File: config.mk
export PLATFORM = sky130hd
export DESIGN_NAME = timer_core
export DESIGN_NICKNAME = d
export VERILOG_FILES = /design/src/rtl/timer_pkg.sv /design/src/rtl/tick_gen.sv /design/src/rtl/timer_core.sv
export SDC_FILE = /design/constraint.sdc
export NUM_CORES = 1
export LEC_CHECK = 0
export CAP_MARGIN = 20
export CORE_ASPECT_RATIO = 1.2
export CORE_MARGIN = 10
export CORE_UTILIZATION = 40
export CTS_CLUSTER_DIAMETER = 30
export DETAILED_ROUTE_END_ITERATION = 10
export SETUP_SLACK_MARGIN = 0.5
export SLEW_MARGIN = 0
export SYNTH_ARGS = -nofsm -noshare
export SYNTH_HDL_FRONTEND = slang
export SYNTH_SLANG_ARGS = --single-unit
File: constraint.sdc
create_clock -name clk -period 5.2 [get_ports clk]
set_input_delay 1.3 -clock clk [delete_from_list [all_inputs] [get_ports clk]]
set_output_delay 1.3 -clock clk [all_outputs]
set_load 0.05 [all_outputs]
File: src/rtl/timer_pkg.sv
// Shared types and constants for the mm:ss timer: FSM states, field width,
// field limit and count-direction encodings.
package timer_pkg;

    typedef enum logic [1:0] {
        IDLE  = 2'd0,
        RUN   = 2'd1,
        PAUSE = 2'd2,
        DONE  = 2'd3
    } state_t;

    localparam int   TW       = 6;
    localparam int   MAX_VAL  = 59;
    localparam logic DIR_UP   = 1'b0;
    localparam logic DIR_DOWN = 1'b1;

endpackage

File: src/rtl/tick_gen.sv
// One-second prescaler: counts 0..TICKS-1 while enabled, holds otherwise,
// and flags the terminal count as a single-cycle tick.
module tick_gen #(
    parameter int TICKS = 50_000_000
) (
    input  logic clk,
    input  logic rst,
    input  logic en,
    input  logic clr,
    output logic tick
);

    localparam int            CW   = $clog2(TICKS);
    localparam logic [CW-1:0] LAST = CW'(TICKS - 1);

    logic [CW-1:0] cnt;

    always_ff @(posedge clk) begin
        if (rst || clr) begin
            cnt <= '0;
        end else if (en) begin
            cnt <= (cnt == LAST) ? '0 : cnt + 1'b1;
        end
    end

    // Tick is gated by en so a paused or overridden cycle never consumes a second.
    assign tick = en && (cnt == LAST);

endmodule

File: src/rtl/timer_core.sv
// mm:ss up/down timer with start/pause/load control feeding the bin2bcd stage.
// Optional TIMER_AUTORELOAD_EN: down-count reloads the last preset at 00:00 and keeps running.
module timer_core #(
    parameter int TICKS_PER_SEC = 50_000_000,
    parameter int MAX_VAL       = timer_pkg::MAX_VAL
) (
    input  logic                    clk,
    input  logic                    rst,
    input  logic                    start,
    input  logic                    pause,
    input  logic                    load,
    input  logic                    dir,
    input  logic [timer_pkg::TW-1:0] preset_min,
    input  logic [timer_pkg::TW-1:0] preset_sec,
    output logic [timer_pkg::TW-1:0] minute,
    output logic [timer_pkg::TW-1:0] secunde,
    output logic                    running,
    output logic                    done
);

    import timer_pkg::*;

    localparam logic [TW-1:0] MAX_F = TW'(MAX_VAL);

    state_t        state, state_nx;
    logic [TW-1:0] min_nx, sec_nx;
    logic          dir_q, dir_nx, done_nx;
    logic          en, clr, tick, at_zero;

    function automatic logic [TW-1:0] clamp_field(input logic [TW-1:0] v);
        return (v > MAX_F) ? MAX_F : v;
    endfunction

    assign at_zero = (minute == '0) && (secunde == '0);
    // A down-count started at 00:00 stops without consuming a prescaler cycle.
    assign en = (state == RUN) && !load && !pause && !((dir_q == DIR_DOWN) && at_zero);

    tick_gen #(.TICKS(TICKS_PER_SEC)) u_tick_gen (
        .clk  (clk),
        .rst  (rst),
        .en   (en),
        .clr  (clr),
        .tick (tick)
    );

`ifdef TIMER_AUTORELOAD_EN
    logic [TW-1:0] shadow_min, shadow_sec;

    always_ff @(posedge clk) begin
        if (rst) begin
            shadow_min <= '0;
            shadow_sec <= '0;
        end else if (load) begin
            shadow_min <= clamp_field(preset_min);
            shadow_sec <= clamp_field(preset_sec);
        end
    end
`endif

    always_comb begin
        state_nx = state;
        min_nx   = minute;
        sec_nx   = secunde;
        dir_nx   = dir_q;
        done_nx  = 1'b0;
        clr      = 1'b0;
        if (load) begin
            state_nx = IDLE;
            min_nx   = clamp_field(preset_min);
            sec_nx   = clamp_field(preset_sec);
            clr      = 1'b1;
        end else begin
            case (state)
                IDLE, DONE: begin
                    if (start) begin
                        state_nx = RUN;
                        dir_nx   = dir;
                        clr      = 1'b1;
                    end
                end
                PAUSE: begin
                    if (start) begin
                        state_nx = RUN;
                        dir_nx   = dir;
                    end
                end
                RUN: begin
                    if (pause) begin
                        state_nx = PAUSE;
                    end else if ((dir_q == DIR_DOWN) && at_zero) begin
                        state_nx = DONE;
                        done_nx  = 1'b1;
                    end else if (tick) begin
                        if (dir_q == DIR_UP) begin
                            if ((minute == MAX_F) && (secunde == MAX_F)) begin
                                state_nx = DONE;
                                done_nx  = 1'b1;
                            end else if (secunde == MAX_F) begin
                                sec_nx = '0;
                                min_nx = minute + 1'b1;
                            end else begin
                                sec_nx = secunde + 1'b1;
                            end
                        end else begin
                            if (secunde == '0) begin
                                sec_nx = MAX_F;
                                min_nx = minute - 1'b1;
                            end else begin
                                sec_nx = secunde - 1'b1;
                            end
                            if ((minute == '0) && (secunde == TW'(1))) begin
                                done_nx = 1'b1;
`ifdef TIMER_AUTORELOAD_EN
                                min_nx  = shadow_min;
                                sec_nx  = shadow_sec;
`else
                                state_nx = DONE;
`endif
                            end
                        end
                    end
                end
                default: state_nx = IDLE;
            endcase
        end
    end

    always_ff @(posedge clk) begin
        if (rst) begin
            state   <= IDLE;
            minute  <= '0;
            secunde <= '0;
            dir_q   <= DIR_UP;
            running <= 1'b0;
            done    <= 1'b0;
        end else begin
            state   <= state_nx;
            minute  <= min_nx;
            secunde <= sec_nx;
            dir_q   <= dir_nx;
            running <= (state_nx == RUN);
            done    <= done_nx;
        end
    end

endmodule

# --- Word level (Yosys, flattened, before mapping) ---
# Cells that the tools add are included.
op_classes:
  addsub: 5
  n_lt_le_gt_ge: 2
  n_eq_ne: 12
  mux: 38
  bitwise_logic: 2
  reduce_logical: 24
op_table:
  columns: ["op", "n"]
  rows:
  - ["$mux W6", 20]
  - ["$add A26 B1 Y26 const B", 1]
  - ["$eq A26 B26 Y1 const B", 1]
  - ["$mux W26", 1]
  - ["$mux W2", 8]
  - ["$add A6 B1 Y6 const B", 2]
  - ["$eq A6 B6 Y1 const B", 2]
  - ["$gt A6 B6 Y1 const B", 2]
  - ["$logic_not A6 Y1", 2]
  - ["$sub A6 B1 Y6 const B", 2]
  - ["$logic_and A1 B1 Y1", 8]
  - ["$mux W1", 8]
  - ["$reduce_and A7 Y1", 1]
  - ["$eq A6 B1 Y1 const B", 1]
  - ["$reduce_and A5 Y1", 1]
  - ["$eq A2 B1 Y1 const B", 2]
  - ["$eq A2 B2 Y1 const B", 2]
  - ["$pmux W2 S2", 1]
  - ["$reduce_bool A2 Y1", 2]
  - ["$reduce_or A4 Y1", 1]
  - ["$logic_not A1 Y1", 3]
  - ["$ne A3 B2 Y1 const B", 1]
  - ["$ne A3 B3 Y1 const B", 1]
  - ["$reduce_and A3 Y1", 1]
  - ["other kinds (8)", 9]
word_totals:
  regBits: 43
  inputBits: 18
  output_inout_bits: 14
  wordCells: 90

# --- Longest topological paths before layout ---
# Gate-level depths: netlist (run 1).
depth:
  ltp_word: 12
  ltp_mapped: 9
  depth_no_buf: 8

# --- By module ---
# Synthesis (run 1) repeated with hierarchy kept, for this count alone.
hier_totals:
  hier_cells: 340
  area_unflattened_um2: 2830.2
by_module_without_submodules:
  columns: ["mod", "n_inst", "cells_per_inst", "area_each_um2", "seq_area_each_um2"]
  rows:
  - ["timer_core", 1, 187, 1488.9, 340.3]
  - ["tick_gen", 1, 153, 1341.3, 520.5]

# --- Least setup slack after synthesis (run 1) ---
# OpenSTA, ideal clock, no wires.
synth_path:
  path_kind: "in2reg"
  startpoint: "in load"
  endpoint: "reg u_tick_gen.cnt[23]"
  setup_ps: 70
  t_arrival_ps: 2782
  required_time_ps: 5130
  path_slack_ps: 2348
  stages: 8
  n_path_buf: 2
  cell_sequence: "clkbuf_1 > inv_1 > nand4_1 > nor2_2 > buf_2 > nand3_1 > or3_1 > a21oi_1"
synth_via:
  elab_chain_len: 4
  word_cells_on_any_way: 6
  cone_classes: "mux: 1; reduce/logical: 5"
synth_rtl:
  columns: ["element", "line_no", "rtl"]
  rows:
  - ["start, declared", "timer_core.sv:11", "input logic load,"]
  - ["$logic_not A1 Y1", "timer_core.sv:36", "assign en = (state == RUN) && !load && !pause && !((dir_q == DIR_DOWN) && at_zero);"]
  - ["$logic_and A1 B1 Y1 (3 in a row)", "timer_core.sv:36", null]
  - ["end signal, assigned", "tick_gen.sv:22", "cnt <= (cnt == LAST) ? '0 : cnt + 1'b1;"]
  - ["end, declared", "tick_gen.sv:16", "logic [CW-1:0] cnt;"]
# Several ways; a longest one is shown, not always the timed one.
# A chain may end at the register's enable or synchronous reset.

# --- Worst setup path in the final report (run 1) ---
layout_path:
  startpoint: "in load"
  endpoint: "reg minute[0] (netlist name)"
layout_via:
  elab_chain_len: 7
  word_cells_on_any_way: 14
  cone_classes: "eq/ne: 4; mux: 1; reduce/logical: 9"
layout_rtl:
  columns: ["element", "line_no", "rtl"]
  rows:
  - ["$logic_not A1 Y1", "timer_core.sv:36", null]
  - ["$logic_and A1 B1 Y1 (3 in a row)", "timer_core.sv:36", null]
  - ["$logic_and A1 B1 Y1", "tick_gen.sv:27", "assign tick = en && (cnt == LAST);"]
  - ["$reduce_bool A2 Y1 (no source line)", null, null]
  - ["$reduce_and A7 Y1 (no source line)", null, null]
  - ["end signal, assigned", "timer_core.sv:138", "minute <= min_nx;"]
  - ["end, declared", "timer_core.sv:15", "output logic [timer_pkg::TW-1:0] minute,"]
# Several ways; a longest one is shown, not always the timed one.

==> PnR_summary.wiki, run 1 <==
{| class="wikitable"
! Metric !! Value
|-
| Vias in the first global route || 2502
|-
| Setup violators final || 0
|-
| Sequential fraction of the synthesis area || 0.319
|-
| Final WL || 6650 µm
|-
| Hold Crit Class || flip-flop to flip-flop
|-
| Clock buffers created by TritonCTS || 5
|-
| Detailed router's first-iteration violation count || 86
|-
| PD cells || 248 nW/µm²
|-
| Post-synth top flop || sky130_fd_sc_hd__dfxtp_1
|-
| Boundary Pins || 32
|-
| Maximum level of the CTS H-tree || 2
|-
| Post-Synthesis Cell Area || 2700 µm²
|-
| Number of instances resized during post-cts repair || 0
|-
| Die Footprint || 10400 µm²
|-
| Hold-fix buffer count after cts || 0
|-
| Worst clock skew || 5.55 ps
|-
| TritonCTS clock tree || done
|-
| Syn_nets || 353
|-
| Number of enable flip-flop cells after synthesis || 0
|-
| Unrepaired setup endpoints after global routing || false
|-
| DPL Wire Length || 5080 µm
|-
| Share of flip-flops with an asynchronous set or reset after synthesis || 0
|-
| Worst setup path category || input pin to flip-flop
|-
| Adder and majority gate portion of the synthesized area || 0.0585
|-
| Fraction of synthesized cell area taken by the top area cell type || 0.319
|-
| Internal power || 0.000581 W
|-
| Longest Clk Path Bufs || 2
|-
| Status || finished clean
|-
| Number of antenna violations at the first check in global routing || 0
|-
| Effective utilization at floorplan || 0.416
|-
| Top fanout value on the critical path || 17
|-
| Tcrit/Tclk final || 0.687
|-
| Gate Count Post-Synth || 323
|-
| Count of TritonRoute iterations in the first routing pass || 4
|-
| Floorplan core area || 6490 µm²
|-
| Inserted Diodes || 0
|-
| Residual DRC || 0
|-
| Leakage Power || 1.15 nW
|-
| Max IR drop VDD || 0.116 mV
|-
| Number of stages on the worst hold path || 2
|-
| Height of the die || 110 µm
|-
| Buffer cell driving the clock tree root || sky130_fd_sc_hd__clkbuf_8
|-
| Pin count of the biggest net entering global routing || 24
|-
| Mux contribution to synthesized area || 0.0223
|-
| Compound-cell area share of the yosys netlist || 0.161
|-
| Slew at the pin closest to its max-slew limit || 703 ps
|-
| Fillers || 645
|-
| Wire length per cell after detailed routing || 15.3 µm
|-
| Final period demand of the worst path || 3570 ps
|-
| Area Growth Syn to Fin || 17.8%
|-
| Highest attainable clock frequency || 0.280 GHz
|-
| Arrival time worst endpoint || 3800 ps
|-
| Die Wd || 95.0 µm
|-
| Power after layout || 0.000789 W
|-
| Logic gate share of total power || 0.157
|-
| Clk_lat worst skew || 300 ps
|-
| Worst-case reg-to-reg path depth || 6
|-
| Commonest cells in the synthesized netlist || sky130_fd_sc_hd__dfxtp_1, sky130_fd_sc_hd__nor2_1, sky130_fd_sc_hd__nand2_1
|-
| Leftover overflow at the end of global routing || 0
|-
| Combined global-route utilization of all metal layers || 0.139
|-
| Switching power share of the total || 0.264
|-
| Yosys reg bits || 43
|-
| Dominant cell by count in the synthesized netlist || sky130_fd_sc_hd__dfxtp_1
|-
| Endpoints failing hold || 0
|-
| Type of destination of the critical path || flip-flop
|-
| Synth Area in XOR/XNOR || 0.0747
|-
| CTS sink count || 43
|-
| Vias post-DR || 2410
|-
| Synth top area cells || sky130_fd_sc_hd__dfxtp_1, sky130_fd_sc_hd__xor2_1, sky130_fd_sc_hd__nor2_1, sky130_fd_sc_hd__ha_1, sky130_fd_sc_hd__nand2_1
|-
| Global-route wire length before repair || 11700 µm
|-
| Share of synthesized cell area in and, or, nand and nor gates || 0.320
|-
| Number of cell rows || 32
|-
| Routed via count divided by cell count || 5.55
|-
| Clock group share of total power || 0.397
|-
| Buffers inserted during post-CTS setup optimization || 0
|-
| Number of max-capacitance violations reported || 0
|-
| Worst relative slew slack || 0.531
|-
| Number of nets at the end of the flow || 378
|-
| Dominant combinational cell family by area after synthesis || simple AND/OR/NAND/NOR gates
|-
| Critical Path Start Type || input pin
|-
| Crit path required time || 5420 ps
|-
| Reg power frac || 0.447
|-
| Avg Cell Area, Syn || 8.35 µm²
|-
| Post-synth top area cell || sky130_fd_sc_hd__dfxtp_1
|-
| Count of antenna-violating nets left after detailed routing || 0
|-
| Input/output buffers || 31
|-
| Setup TNS || 0 ps
|-
| Number of warnings printed during yosys synthesis || 0
|-
| Placer Congestion || 0.842
|-
| Final slew viol count || 0
|-
| Synth unique cells || 58
|-
| Share of cells above drive strength 1 || 0.0630
|-
| Clock transition at the register clock pins on the worst setup and hold paths after CTS || 80 ps
|-
| Net switching power || 0.000208 W
|}
==> power groups by stage <==
stage | Sequential, W | Combinational, W | Clock (W)
finish | 0.000353 | 0.000124 | 0.000313
global route | 0.000355 | 0.000137 | 0.000332
CTS | 0.000352 | 0.000125 | 0.000317
detailed placement | 0.000360 | 0.000124 | 0
global placement | 0.000361 | 0.000124 | 0
floorplan | 0.000377 | 0.0000629 | 0
==> metal layers <==
metal  up-vias  routed length, µm  track usage
met4         0                146       0.0525
met5         -                  0            0
li1       1225                  -            -
met2        43               3320        0.242
met3        11                309       0.0409
met1      1131               2880        0.155
==> final timing paths <==
path | start | end | slack [ps]
worst min-delay path | u_tick_gen.cnt[23] | u_tick_gen.cnt[23] | 500
worst max-delay path | load | minute[0] | 1630
worst max register to register | dir_q | minute[2] | 2590
worst min register to register | u_tick_gen.cnt[23] | u_tick_gen.cnt[23] | 500
==> cell usage in the layout, fill, tap and decap left out, types with 2 or more instances in the layout <==
cell type                         Yosys  layout
sky130_fd_sc_hd__and4_1               4       4
sky130_fd_sc_hd__xnor2_1              5       5
sky130_fd_sc_hd__nand4b_1             2       2
sky130_fd_sc_hd__nor3_1               7       7
sky130_fd_sc_hd__nor2b_1              4       4
sky130_fd_sc_hd__o31ai_1              3       3
sky130_fd_sc_hd__ha_1                11      11
sky130_fd_sc_hd__nand4_1             11      11
sky130_fd_sc_hd__a211oi_1             5       5
sky130_fd_sc_hd__o311ai_0             2       2
sky130_fd_sc_hd__nor4_1               4       4
sky130_fd_sc_hd__nand3b_1             4       4
sky130_fd_sc_hd__o21ai_0             15      15
sky130_fd_sc_hd__a21o_1               3       3
sky130_fd_sc_hd__nor4_4               2       2
sky130_fd_sc_hd__a21oi_1             10      10
sky130_fd_sc_hd__mux2i_1              6       6
sky130_fd_sc_hd__nand3_1             18      18
sky130_fd_sc_hd__a31oi_1              7       7
sky130_fd_sc_hd__xor2_1              18      18
sky130_fd_sc_hd__inv_1               12      12
sky130_fd_sc_hd__nand2_1             29      29
sky130_fd_sc_hd__nor2_1              38      38
sky130_fd_sc_hd__dfxtp_1             43      43
sky130_fd_sc_hd__clkbuf_8             0       5
sky130_fd_sc_hd__bufinv_16            0       2
sky130_fd_sc_hd__and2_1               2       2
sky130_fd_sc_hd__or3_1                4       4
sky130_fd_sc_hd__clkdlybuf4s50_1      0      31
sky130_fd_sc_hd__o211ai_1             3       3
sky130_fd_sc_hd__a32oi_1              2       2
sky130_fd_sc_hd__and3_1               9       9
sky130_fd_sc_hd__and3b_1              2       2
==> cell families after synthesis <==
group / count (synthesis)
buf+inv: 26
simple gates: 151
fa+ha+maj: 12
xor+xnor: 23
mux: 6
flops: 43
compound gates: 62
==> final cells by class <==
class                      instances  area (µm²)  share of cell area
sequential                        43         861               0.271
clock buffer                       6        72.6              0.0228
multi-input combinational        254        1710               0.540
timing repair buffer              32         318               0.100
tap                               85         106              0.0335
inverter                          12        45.0              0.0142
clock inverter                     2        60.1              0.0189
==> critical path, cell delays in order <==
cell and delay [ps]:
sky130_fd_sc_hd__clkdlybuf4s50_1 390, sky130_fd_sc_hd__buf_4 200, sky130_fd_sc_hd__inv_1 320, sky130_fd_sc_hd__nand4_1 310, sky130_fd_sc_hd__nor2_2 510, sky130_fd_sc_hd__a41oi_4 290
sky130_fd_sc_hd__a211o_1 340, sky130_fd_sc_hd__a21oi_2 120
==> per-stage QoR <==
stage          std cells  area [µm²]  hold slack (ps)  worst slack, ps  utilization
2_1_floorplan        323        2700              458             2350            -
4_1_cts              434        3180              506             1620        0.490
5_1_grt              434        3180              540             1190        0.490
3_3_place_gp         426        3040              470             1410        0.469
6_report             434        3180              503             1630        0.490
3_5_place_dp         426        3040              491             1320        0.469
==> sequential cells by signal, indices dropped and copies added, names as in the netlist <==
register        cells
running             1
dir_q               1
done                1
minute              6
secunde             6
u_tick_gen.cnt     26
state               2
Power figures use the tool's default switching activity.
==> run 2, diff against run 1 <==
==> constraint.sdc (replaced) <==
create_clock -name clk -period 2.9 [get_ports clk]
set_input_delay 0.725 -clock clk [delete_from_list [all_inputs] [get_ports clk]]
set_output_delay 0.725 -clock clk [all_outputs]
set_load 0.05 [all_outputs]
==> run 2 against run 1 <==
Net effect: first-iteration DRC count down 2.3%; critical path depth down 7; register-to-register slack worse by 2000 ps; clock-buffer cell count up 1; setup slack worse by 1100 ps; final cell count up 2.1%; clock skew up 2.6 ps; combinational power up 84%; highest routed layer unchanged.
==> PnR_summary.wiki, run 2 (synthesized netlist as in run 1, its figures left out) <==
{| class="wikitable"
! Metric !! Value
|-
| Status || finished clean
|-
| DPL Wire Length || 5220 µm (+2.7%)
|-
| Number of max-capacitance violations reported || 0 (unchanged)
|-
| Worst-case setup margin in the final layout || 571 ps (-1050 ps)
|-
| Share of cells above drive strength 1 || 0.0978 (+0.0347)
|-
| Sum of routed wire segments on met1 || 2970 µm (+3.3%)
|-
| TritonCTS clock tree || done
|-
| Routed length on met3 || 316 µm (+2.3%)
|-
| Critical Path Start Type || flip-flop
|-
| Combined global-route utilization of all metal layers || 0.141 (+0.00272)
|-
| Regs by FF count || u_tick_gen.cnt (26), minute (6), secunde (6)
|-
| Hold Startpoint || u_tick_gen.cnt[1]
|-
| Clk_lat worst skew || 300 ps (about the same)
|-
| Filler-free cell count of the finished design || 443 (+2.1%)
|-
| Longest Clk Path Bufs || 2 (unchanged)
|-
| Tcrit/Tclk final || 0.803
|-
| Final period demand of the worst path || 2330 ps
|-
| Logic gate share of total power || 0.184 (+0.027)
|-
| Internal power || 0.000868 W (+49%)
|-
| Endpoint, Worst Hold || u_tick_gen.cnt[1]
|-
| Family with the most delay on the worst path || buffers and inverters
|-
| Input/output buffers || 31 (unchanged)
|-
| Crit path required time || 2170 ps (-3250 ps)
|-
| Highest attainable clock frequency || 0.429 GHz
|-
| Floorplan core area || 6490 µm² (unchanged)
|-
| Worst setup path category || flip-flop to primary output
|-
| Unrepaired setup endpoints after global routing || false
|-
| Final slew viol count || 0 (unchanged)
|-
| PD cells || 385 nW/µm² (+55%)
|-
| Net switching power || 0.000368 W (+77%)
|-
| Clock group share of total power || 0.307 (-0.090)
|-
| Dpl cells || 434 (+1.9%)
|-
| Fillers || 680 (+5.4%)
|-
| Reg-to-reg critical path endpoint || minute[0]
|-
| Worst-case reg-to-reg path depth || 5 (-1)
|-
| Most common library cell in the layout ignoring fill and taps || sky130_fd_sc_hd__dfxtp_1
|-
| Pin count of the biggest net entering global routing || 24 (unchanged)
|-
| Area Growth Syn to Fin || 19.0%
|-
| Vias post-DR || 2435 (+1.0%)
|-
| Most used cells in the layout excluding fill and tap cells || sky130_fd_sc_hd__dfxtp_1, sky130_fd_sc_hd__nor2_1, sky130_fd_sc_hd__nand2_1
|-
| Leftover overflow at the end of global routing || 0 (unchanged)
|-
| Final WL || 6910 µm (+3.8%)
|-
| Effective utilization at floorplan || 0.416 (unchanged)
|-
| Residual DRC || 0 (unchanged)
|-
| Number of antenna violations at the first check in global routing || 0 (unchanged)
|-
| Buffer cell driving the clock tree root || sky130_fd_sc_hd__clkbuf_8
|-
| Highest layer used for signal routing || met4
|-
| CP cell instances || clkdlybuf4s50_1
|-
| Number of buffer and inverter instances along the worst setup path || 1 (-2)
|-
| Leakage Power || 1.21 nW (+4.4%)
|-
| Largest reg by FF count || u_tick_gen.cnt
|-
| Maximum level of the CTS H-tree || 2 (unchanged)
|-
| Worst clock skew || 8.18 ps (+2.63 ps)
|-
| Endpoints failing hold || 0 (unchanged)
|-
| Number of stages on the worst hold path || 2 (unchanged)
|-
| Arrival time worst endpoint || 1600 ps (-2200 ps)
|-
| Inserted Diodes || 0 (unchanged)
|-
| Total length of routed met2 wires || 3530 µm (+6.3%)
|-
| Die Footprint || 10400 µm² (unchanged)
|-
| Number of cell rows || 32 (unchanged)
|-
| Worst relative slew slack || 0.656 (+0.126)
|-
| Hold-fix buffer count after cts || 0 (unchanged)
|-
| Slew at the pin closest to its max-slew limit || 514 ps (-189 ps)
|-
| Routed via count divided by cell count || 5.50 (-1.0%)
|-
| Die Wd || 95.0 µm (unchanged)
|-
| Setup TNS || 0 ps (unchanged)
|-
| Setup violators final || 0 (unchanged)
|-
| Crit-path max cell delay || 860 ps (+350 ps)
|-
| Clock buffers created by TritonCTS || 5 (unchanged)
|-
| Top fanout value on the critical path || 5 (-12)
|-
| Flip-flop count of the largest register after layout || 26 (unchanged)
|-
| Boundary Pins || 32 (unchanged)
|-
| Reg power frac || 0.508 (+0.061)
|-
| Vias in the first global route || 2507 (+0.20%)
|-
| Type of destination of the critical path || primary output
|-
| Detailed router's first-iteration violation count || 84 (-2.3%)
|-
| Minimum setup slack among reg-to-reg paths || 610 ps (-1980 ps)
|-
| Count of antenna-violating nets left after detailed routing || 0 (unchanged)
|-
| Global-route wire length before repair || 12000 µm (+2.2%)
|-
| Clock transition at the register clock pins on the worst setup and hold paths after CTS || 80 ps (about the same)
|-
| Switching power share of the total || 0.298 (+0.0339)
|-
| CTS sink count || 43 (unchanged)
|-
| Height of the die || 110 µm (unchanged)
|-
| Hold Crit Class || flip-flop to flip-flop
|-
| Wire length per cell after detailed routing || 15.6 µm (+1.7%)
|-
| Count of TritonRoute iterations in the first routing pass || 4 (unchanged)
|-
| Placer Congestion || 0.854 (+1.5%)
|-
| Number of nets at the end of the flow || 387 (+2.4%)
|-
| Source of the worst register-to-register timing path || u_tick_gen.cnt[17]
|-
| CP max stage cell || sky130_fd_sc_hd__clkdlybuf4s50_1
|-
| Post-Place Worst Slack || 272 ps (-1050 ps)
|-
| Max IR drop VDD || 0.195 mV (+67%)
|}
[run 2: how the worst max path moves through the flow]
stage / start / endpoint / slack, ps / cells past startpoint
5_1_grt: minute[0] / minute[0] / 510 / 1
4_1_cts: secunde[3] / minute[2] / 520 / 7
3_5_place_dp: pause / secunde[0] / 270 / 8
2_1_floorplan: secunde[2] / u_tick_gen.cnt[23] / 560 / 9
3_3_place_gp: pause / u_tick_gen.cnt[19] / 290 / 7
6_report: minute[4] / minute[4] / 570 / 1
[run 2: power by group through the flow]
stage / combinational (W) / clock [W] / sequential (W)
2_1_floorplan: 0.000113 / 0 / 0.000677
3_3_place_gp: 0.000228 / 0 / 0.000644
3_5_place_dp: 0.000229 / 0 / 0.000643
4_1_cts: 0.000229 / 0.000388 / 0.000629
5_1_grt: 0.000249 / 0.000415 / 0.000632
6_report: 0.000228 / 0.000380 / 0.000629
[run 2: per-layer routing]
metal | GRT usage | up-vias
met3 | 0.0389 | 8
li1 | - | 1243
met5 | 0 | -
met2 | 0.247 | 42
met4 | 0.0450 | 0
met1 | 0.163 | 1142
[run 2: layout make-up]
cell class,instances,area [µm²],area share
clock buffer,7,76.3,0.0238
clock inverter,1,5.00,0.00156
timing repair buffer,41,384,0.120
tap,85,106,0.0331
sequential,43,863,0.269
multi-input combinational,254,1730,0.539
inverter,12,45.0,0.0140
[run 2: worst min-delay path, cell delays in order, from the launching register on]
cell	delay, ps
sky130_fd_sc_hd__dfxtp_1	330
sky130_fd_sc_hd__o21ai_0	70
sky130_fd_sc_hd__a21oi_1	60
[run 2: repair_timing]
action                                  in CTS  in global routing
pin swaps                                    0                  2
buffers inserted                             0                  1
endpoints found under the setup margin       3                 14
resized for setup                            3                  5
[run 2: per-stage QoR]
step	total power, W	util	instance area [µm²]	hold slack (ps)
6_report	0.00124	0.495	3210	504
5_1_grt	0.00130	0.495	3210	532
4_1_cts	0.00125	0.491	3180	506
3_5_place_dp	0.000872	0.479	3110	494
3_3_place_gp	0.000871	0.479	3110	472
2_1_floorplan	0.000790	-	2700	458
